===== src/rtl/frame_bit_rx.sv =====
// Receiver for the enable-framed serial link: starts on a rising en_in edge,
// samples din once per bit at SAMPLE_IDX, assembles LSB-first words, flags bad framing.
`timescale 1ns/1ps
module frame_bit_rx #(
  parameter int BIT_CYCLES = 10,
  parameter int FRAME_BITS = 2,
  parameter int SAMPLE_IDX = 4
) (
  input  logic                  clk,
  input  logic                  rst_n,
  input  logic                  en_in,
  input  logic                  din,
  output logic [FRAME_BITS-1:0] dout,
  output logic                  dout_valid,
  output logic                  frame_err,
  output logic                  busy
);

  localparam int CW = (BIT_CYCLES > 1) ? $clog2(BIT_CYCLES) : 1;
  localparam int BW = (FRAME_BITS > 1) ? $clog2(FRAME_BITS) : 1;
  localparam logic [CW-1:0] SMP_IDX  = CW'(SAMPLE_IDX);
  localparam logic [CW-1:0] LAST_CYC = CW'(BIT_CYCLES - 1);
  localparam logic [BW-1:0] LAST_BIT = BW'(FRAME_BITS - 1);

  typedef enum logic [1:0] {IDLE, RECV, GAP} state_t;

  state_t                  r_state, w_state_n;
  logic [CW-1:0]           r_cyc_cnt, w_cyc_n;
  logic [BW-1:0]           r_bit_cnt, w_bit_n;
  logic [FRAME_BITS-1:0]   r_shift, w_shift_n, w_shift_smp;
  logic [FRAME_BITS-1:0]   r_dout, w_dout_n;
  logic                    r_dout_valid, w_vld_n;
  logic                    r_frame_err, w_err_n;
  logic                    r_en_d;
  logic                    r_gap_first, w_gap_first_n;
  logic                    w_start;

  // en_d resets high so an enable already asserted at reset release is not an edge
  assign w_start = en_in & ~r_en_d;

  always_ff @(posedge clk or negedge rst_n) begin
    if (!rst_n) begin
      r_state      <= IDLE;
      r_cyc_cnt    <= '0;
      r_bit_cnt    <= '0;
      r_shift      <= '0;
      r_dout       <= '0;
      r_dout_valid <= 1'b0;
      r_frame_err  <= 1'b0;
      r_en_d       <= 1'b1;
      r_gap_first  <= 1'b0;
    end else begin
      r_state      <= w_state_n;
      r_cyc_cnt    <= w_cyc_n;
      r_bit_cnt    <= w_bit_n;
      r_shift      <= w_shift_n;
      r_dout       <= w_dout_n;
      r_dout_valid <= w_vld_n;
      r_frame_err  <= w_err_n;
      r_en_d       <= en_in;
      r_gap_first  <= w_gap_first_n;
    end
  end

  always_comb begin
    w_state_n     = r_state;
    w_cyc_n       = r_cyc_cnt;
    w_bit_n       = r_bit_cnt;
    w_shift_n     = r_shift;
    w_dout_n      = r_dout;
    w_vld_n       = 1'b0;
    w_err_n       = 1'b0;
    w_gap_first_n = r_gap_first;
    // word including a sample taken on this same edge
    w_shift_smp   = r_shift;
    if (r_cyc_cnt == SMP_IDX) w_shift_smp[r_bit_cnt] = din;

    case (r_state)
      IDLE: begin
        if (w_start) begin
          w_state_n = RECV;
          w_cyc_n   = CW'(1);
          w_bit_n   = '0;
          w_shift_n = '0;
        end
      end
      RECV: begin
        if (!en_in) begin
          w_err_n   = 1'b1;
          w_state_n = IDLE;
        end else begin
          w_shift_n = w_shift_smp;
          if (r_cyc_cnt == LAST_CYC) begin
            w_cyc_n = '0;
            if (r_bit_cnt == LAST_BIT) begin
              w_dout_n      = w_shift_smp;
              w_vld_n       = 1'b1;
              w_state_n     = GAP;
              w_gap_first_n = 1'b1;
            end else begin
              w_bit_n = r_bit_cnt + 1'b1;
            end
          end else begin
            w_cyc_n = r_cyc_cnt + 1'b1;
          end
        end
      end
      GAP: begin
        w_gap_first_n = 1'b0;
        if (!en_in)           w_state_n = IDLE;
        else if (r_gap_first) w_err_n   = 1'b1;
      end
      default: w_state_n = IDLE;
    endcase
  end

  assign dout       = r_dout;
  assign dout_valid = r_dout_valid;
  assign frame_err  = r_frame_err;
  assign busy       = (r_state != IDLE);

endmodule


===== config.mk =====
export PLATFORM = sky130hd
export DESIGN_NAME = frame_bit_rx
export DESIGN_NICKNAME = d
export VERILOG_FILES = /design/src/rtl/frame_bit_rx.sv
export SDC_FILE = /design/constraint.sdc
export NUM_CORES = 1
export LEC_CHECK = 0
export CAP_MARGIN = 0
export CORE_MARGIN = 2
export CORE_UTILIZATION = 53
export DETAILED_ROUTE_END_ITERATION = 12
export PLACE_DENSITY = 0.88
export SLEW_MARGIN = 20
export SYNTH_ARGS = -nofsm -noshare
export SYNTH_HDL_FRONTEND = slang
export SYNTH_SLANG_ARGS = --single-unit

===== constraint.sdc =====
create_clock -name clk -period 2.2 [get_ports clk]
set_input_delay 0.22 -clock clk [delete_from_list [all_inputs] [get_ports clk]]
set_output_delay 0.22 -clock clk [all_outputs]
set_load 0.02 [all_outputs]

==> impl_metrics.env, run 1 <==
export IMPL_cts_max_path_buffers=2
export IMPL_setup_violations=0
export IMPL_met2_usage_pct=28.18
export IMPL_yosys_warnings=0
export IMPL_crit_fanout=6
export IMPL_synth_simple_area_share_pct=16.46
export IMPL_drt_first_pass_iters=4
export IMPL_yosysTopAreaCell="dfrtp_1"
export IMPL_dp_hpwl_mm=1.073
export IMPL_maxSlewViolCount=0
export IMPL_dieArea_um2=1848
export IMPL_cts_max_level=1
export IMPL_cp_cell_sequence="inv_1 -> ha_1 -> inv_1 -> clkdlybuf4s50_1"
export IMPL_row_count=14
export IMPL_share_seq_of_total_power_pct=42.9
export IMPL_synth_compound_area_share_pct=17.08
export IMPL_cp_start_kind="flip-flop"
export IMPL_initial_utilization_pct=54.76
export IMPL_max_cap_violations=0
export IMPL_vias=577
export IMPL_synth_xor_area_share_pct=0
export IMPL_netSwitchingFraction_pct=37.86
export IMPL_synthTopCellsByCount="dfrtp_1 (14), ha_1 (6), inv_1 (6), a21oi_1 (5), nor2_1 (5)"
export IMPL_synthesis_nets=87
export IMPL_powerDensity_nw_per_um2=972.5
export IMPL_wl_per_cell_um=13.98
export IMPL_p_sw_mw=0.3335
export IMPL_use_met3_pct=5.957
export IMPL_syn_inst=77
export IMPL_final_hold_viol_count=0
export IMPL_die_y_um=42.99
export IMPL_drt_iter0_drc=10
export IMPL_ir_drop_uv=557.6
export IMPL_grt_pass1_wl_mm=2.449
export IMPL_rsz0062_at_grt="false"
export IMPL_final_period_utilization_pct=85.82
export IMPL_cp_common_cell="inv_1"
export IMPL_area_growth_pct=12.42
export IMPL_fin_nets=97
export IMPL_yosysSeqAreaShare_pct=46.74
export IMPL_numPortBuffers=8
export IMPL_cts_num_sinks=15
export IMPL_ctsResizeCount=0
export IMPL_antenna_cells=0
export IMPL_first_global_vias=580
export IMPL_worst_path_buf_inv=3
export IMPL_layout_min_cycle_time_ns=1.888
export IMPL_crit_slowest_cell="clkdlybuf4s50_1"
export IMPL_numCtsBuffers=3
export IMPL_dpl_instance_area_um2=879.6
export IMPL_grt_max_degree=16
export IMPL_worstMarginPinSlew_ns=0.6738
export IMPL_power_share_combinational_pct=39.2
export IMPL_postRouteAntennaNets=0
export IMPL_synth_edf_count=0
export IMPL_synth_area_leaders="dfrtp_1 (43%), ha_1 (9.3%), dfstp_2 (3.3%)"
export IMPL_grt_use_met1_pct=22.31
export IMPL_required_ns=1.98
export IMPL_cts_tree="yes"
export IMPL_synthArstFlopShare_pct=100.0
export IMPL_syn_area_per_cell_um2=10.46
export IMPL_yosys_mux_area_fraction_pct=4.348
export IMPL_cts_root_buf="clkbuf_4"
export IMPL_die_width_um=42.99
export IMPL_synth_top_family_by_area="compound AO/OA/AOI/OAI gates"
export IMPL_cts_hold_fix_buffers=0
export IMPL_grt_use_total_pct=18.52
export IMPL_synth_cell_types=30
export IMPL_clk_pin_slew_ns=0.09
export IMPL_ios=9
export IMPL_synth_top_area_share_pct=43.48
export IMPL_stdcell_area_um2=905.9
export IMPL_max_freq_mhz=529.6
export IMPL_synthAdderAreaFrac_pct=9.317
export IMPL_post_cts_buffers=0
export IMPL_status="completed"
export IMPL_cp_data_arrival_time_ns=1.67
export IMPL_drc_errors=0
export IMPL_detail_route_wirelength_mm=1.426
export IMPL_skew_ns=0.003221
export IMPL_power_leakage_nw=0.4245
export IMPL_multi_input_area_um2=380.4
export IMPL_drive_above_1_share_pct=8.140
export IMPL_tns_ns=0
export IMPL_clk_latency_ns=0.28
export IMPL_gp_congestion=0.8311
export IMPL_netlist_area_um2=805.8
export IMPL_seq_area_um2=376.6
export IMPL_antenna_found_initial=0
export IMPL_ys_ff_latch=15
export IMPL_critPathKind="flip-flop to output port"
export IMPL_p_int_mw=0.5474
export IMPL_max_stage_delay_ns=0.60
export IMPL_n_fill_cell=123
export IMPL_clkPwrFrac_pct=17.8
export IMPL_synth_most_common_cell="dfrtp_1"
export IMPL_ys_flop_type="dfrtp_1"
export IMPL_endpoint_kind="output port"
export IMPL_maxSlewHeadroom_pct=54.94
export IMPL_hold_class="input pin to async pin"
export IMPL_cpLargestDelayFamily="buffers and inverters"
export IMPL_fp_coreArea_um2=1471
export IMPL_grt_most_used_layer="met2"
export IMPL_via_per_inst=5.657
export IMPL_gr_total_overflow=0
metal layers:
metal | routed length [um] | part of all wire (%) | up-vias
met5 | 0 | 0 | -
met3 | 49 | 3.4 | 4
met2 | 685 | 48 | 11
met1 | 657 | 46 | 271
li1 | - | - | 291
met4 | 32 | 2.2 | 0
registers in the layout (all words and copies together), names as in the netlist:
signal       count
dout             2
dout_valid       1
frame_err        1
r_bit_cnt        1
r_cyc_cnt        4
r_en_d           1
r_gap_first      1
r_shift          2
r_state          2
cell type report:
type,instances,area share [%]
flip-flops and latches,15,41.57
well taps,16,2.210
repair buffers,8,8.840
clock buffers,4,2.901
multi-input cells,53,41.99
inverters,6,2.486
worst reg2reg max path: stages, from the launching register on:
cell and delay [ns]:
dfrtp_1 0.42, inv_1 0.10, ha_1 0.17, and3b_1 0.32
and4_4 0.31, mux2_4 0.30
final timing paths:
path	from	to	slack [ns]	depth (start not counted)
worst max-delay path	r_state[0]	busy	0.31	4
worst min-delay path	rst_n	dout_valid	0.34	1
worst max register to register	r_cyc_cnt[1]	dout[0]	0.48	5
worst min register to register	r_shift[0]	r_shift[0]	0.51	1
max in group asynchronous	rst_n	r_cyc_cnt[2]	1.43	1
min in group clk	r_shift[0]	r_shift[0]	0.51	1
through the flow:
step	power [mW]	util, %	hold slack, ns	cells	setup slack [ns]
after global routing	0.9491	61.56	0.3787	102	0.2143
after global placement	0.7054	59.78	0.4847	98	0.5653
after CTS	0.8850	61.56	0.3561	102	0.3031
after detailed placement	0.7270	59.78	0.4936	98	0.5035
final	0.8809	61.56	0.3395	102	0.3119
after floorplan	0.6271	-	-0.07559	77	0.6088
cell families (layout without fill, tap and decap cells):
family / after synthesis / count (layout)
DFF: 15 / 15
buffers and inverters: 9 / 18
and+or+nand+nor: 23 / 23
AOI/OAI and AO/OA: 21 / 21
adders and majority gates: 6 / 6
muxes: 3 / 3
cells in the final DEF (no fill, tap or decap), drive strengths merged, types with 2 or more instances in the layout:
| cell | n |
|---|---|
| dfrtp | 14 |
| clkdlybuf4s50 | 8 |
| inv | 6 |
| ha | 6 |
| a21oi | 6 |
| nor2 | 5 |
| nand2b | 4 |
| nand3 | 4 |
| nand2 | 4 |
| o21ai | 4 |
| clkbuf | 4 |
| mux2i | 2 |
| a31oi | 2 |
| a22o | 2 |
power groups by stage:
stage                     sequential, mW  combinational (mW)  clock, mW
after floorplan                    0.376               0.251          0
after global placement             0.378               0.327          0
after detailed placement           0.381               0.346          0
after CTS                          0.376               0.348      0.161
after global routing               0.387               0.388      0.175
final                              0.378               0.346      0.157
Power figures use the tool's default switching activity.
==> run 2, diff against run 1 <==
--- a/config.mk
+++ b/config.mk
@@ -5,11 +5,12 @@
 export SDC_FILE = /design/constraint.sdc
 export NUM_CORES = 1
 export LEC_CHECK = 0
+export ABC_CLOCK_PERIOD_IN_PS = 2200
 export CAP_MARGIN = 0
-export CORE_MARGIN = 2
 export CORE_UTILIZATION = 53
 export DETAILED_ROUTE_END_ITERATION = 12
 export PLACE_DENSITY = 0.88
+export REMOVE_ABC_BUFFERS = 1
 export SLEW_MARGIN = 20
 export SYNTH_ARGS = -nofsm -noshare
 export SYNTH_HDL_FRONTEND = slang
==> run 2 against run 1 <==
  * Die area is 9.1% lower
  * Total power is 0.45% lower
  * Setup slack worse by 0.0096 ns
  * Clock skew is 0.0056 ns higher
  * Final cell count is 0.98% lower
  * Critical path depth stayed put
==> impl_metrics.env, run 2 (synthesis results as in run 1) <==
export IMPL_status="completed"
export IMPL_vias=589
export IMPL_required_ns=1.98
export IMPL_hold_class="input pin to async pin"
export IMPL_worstMarginPinSlew_ns=0.6355
export IMPL_numPortBuffers=8
export IMPL_area_growth_pct=12.42
export IMPL_regMostFlops="r_cyc_cnt"
export IMPL_power_leakage_nw=0.4273
export IMPL_drc_errors=0
export IMPL_dp_hpwl_mm=1.058
export IMPL_drt_first_pass_iters=4
export IMPL_maxSlewHeadroom_pct=57.50
export IMPL_gr_total_overflow=0
export IMPL_wl_per_cell_um=13.66
export IMPL_critPathKind="flip-flop to output port"
export IMPL_layout_min_cycle_time_ns=1.898
export IMPL_hold_slack_ns=0.3182
export IMPL_cts_root_buf="clkbuf_4"
export IMPL_grt_pass1_wl_mm=2.208
export IMPL_crit_slowest_cell="clkdlybuf4s50_1"
export IMPL_clk_pin_slew_ns=0.09
export IMPL_place_ws_ns=0.4857
export IMPL_max_cap_violations=0
export IMPL_cp_data_arrival_time_ns=1.68
export IMPL_antenna_found_initial=0
export IMPL_cp_start_kind="flip-flop"
export IMPL_clk_latency_ns=0.29
export IMPL_max_freq_mhz=527.0
export IMPL_reg2reg_depth=5
export IMPL_rr_endpoint="dout[0]"
export IMPL_cts_num_sinks=15
export IMPL_drt_iter0_drc=25
export IMPL_ios=9
export IMPL_cts_max_path_buffers=2
export IMPL_reg2reg_slack_ns=0.56
export IMPL_numCtsBuffers=3
export IMPL_crit_fanout=6
export IMPL_powerDensity_nw_per_um2=968.1
export IMPL_detail_route_wirelength_mm=1.380
export IMPL_cts_hold_fix_buffers=0
export IMPL_first_global_vias=530
export IMPL_grt_use_total_pct=21.30
export IMPL_final_common_cell="dfrtp_1"
export IMPL_die_width_um=40.99
export IMPL_drive_above_1_share_pct=9.302
export IMPL_regToRegStartpoint="r_cyc_cnt[1]"
export IMPL_rsz0062_at_grt="false"
export IMPL_fp_coreArea_um2=1350
export IMPL_grt_max_degree=16
export IMPL_maxSlewViolCount=0
export IMPL_cts_max_level=1
export IMPL_post_cts_buffers=0
export IMPL_die_y_um=40.99
export IMPL_dieArea_um2=1680
export IMPL_largest_reg_flops=4
export IMPL_final_hold_viol_count=0
export IMPL_instances_no_fill=101
export IMPL_max_stage_delay_ns=0.60
export IMPL_initial_utilization_pct=59.68
export IMPL_cts_tree="yes"
export IMPL_endpoint_kind="output port"
export IMPL_skew_ns=0.008775
export IMPL_tns_ns=0
export IMPL_final_period_utilization_pct=86.26
export IMPL_fin_nets=97
export IMPL_post_place_cells=97
export IMPL_final_cell_mix="dfrtp_1 (14), clkdlybuf4s50_1 (8), inv_1 (6), ha_1 (6)"
export IMPL_setup_violations=0
export IMPL_gp_congestion=0.8310
export IMPL_startpoint="r_state[0]"
export IMPL_row_count=13
export IMPL_ir_drop_uv=766.0
export IMPL_cp_common_cell="inv_1"
export IMPL_cp_cell_sequence="inv_1 -> ha_1 -> inv_1 -> clkdlybuf4s50_1"
export IMPL_fin_ws_ns=0.3024
export IMPL_ctsResizeCount=0
export IMPL_via_per_inst=5.832
export IMPL_postRouteAntennaNets=0
export IMPL_antenna_cells=0
run 2: cell count changes in the layout (fill, tap and decap cells not counted), sizes merged:
cell and change:
clkbuf -1, clkinv +1
run 2: report_power, final:
part,switching [mW],leakage (nW),internal (mW)
registers,0.0492,0.198,0.326
clock network,0.0883,0.0177,0.0675
logic,0.194,0.211,0.151
run 2: metal layers:
metal | GRT usage [%] | vias up | wire (um)
met5 | 0 | - | 0
met4 | 2.500 | 0 | 9
met3 | 9.783 | 2 | 58
met2 | 37.89 | 10 | 667
met1 | 23.47 | 286 | 645
li1 | - | 291 | -
run 2: critical path: cells and delay by family (launching register included):
family	cells	cell delay (ns)
buffers and inverters	3	0.77
adders and majority gates	1	0.27
DFF	1	0.36
run 2: metrics by stage:
stage          utilization, %  instance area, um^2  total power, mW
5_1_grt                 67.10                905.9           0.9479
6_report                67.10                905.9           0.8770
3_3_place_gp            65.06                878.3           0.7088
2_1_floorplan               -                779.5           0.6206
4_1_cts                 67.10                905.9           0.8832
3_5_place_dp            65.06                878.3           0.7260
run 2: worst max-delay path by stage:
stage / endpoint / slack (ns) / depth (start not counted)
after CTS: busy / 0.29 / 4
final: busy / 0.30 / 4
after global routing: busy / 0.21 / 4
after detailed placement: r_shift[0] / 0.49 / 4
after global placement: r_shift[0] / 0.53 / 4
after floorplan: dout[0] / 0.67 / 5
run 2: cell type report:
type / instances / area [um^2]
Inverter: 6 / 22.52
Timing Repair Buffer: 8 / 80.08
Sequential cell: 15 / 376.6
Fill cell: 100 / 444.2
Clock inverter: 1 / 5.005
Multi-Input combinational cell: 53 / 380.4
Clock buffer: 3 / 22.52
Tap cell: 15 / 18.77
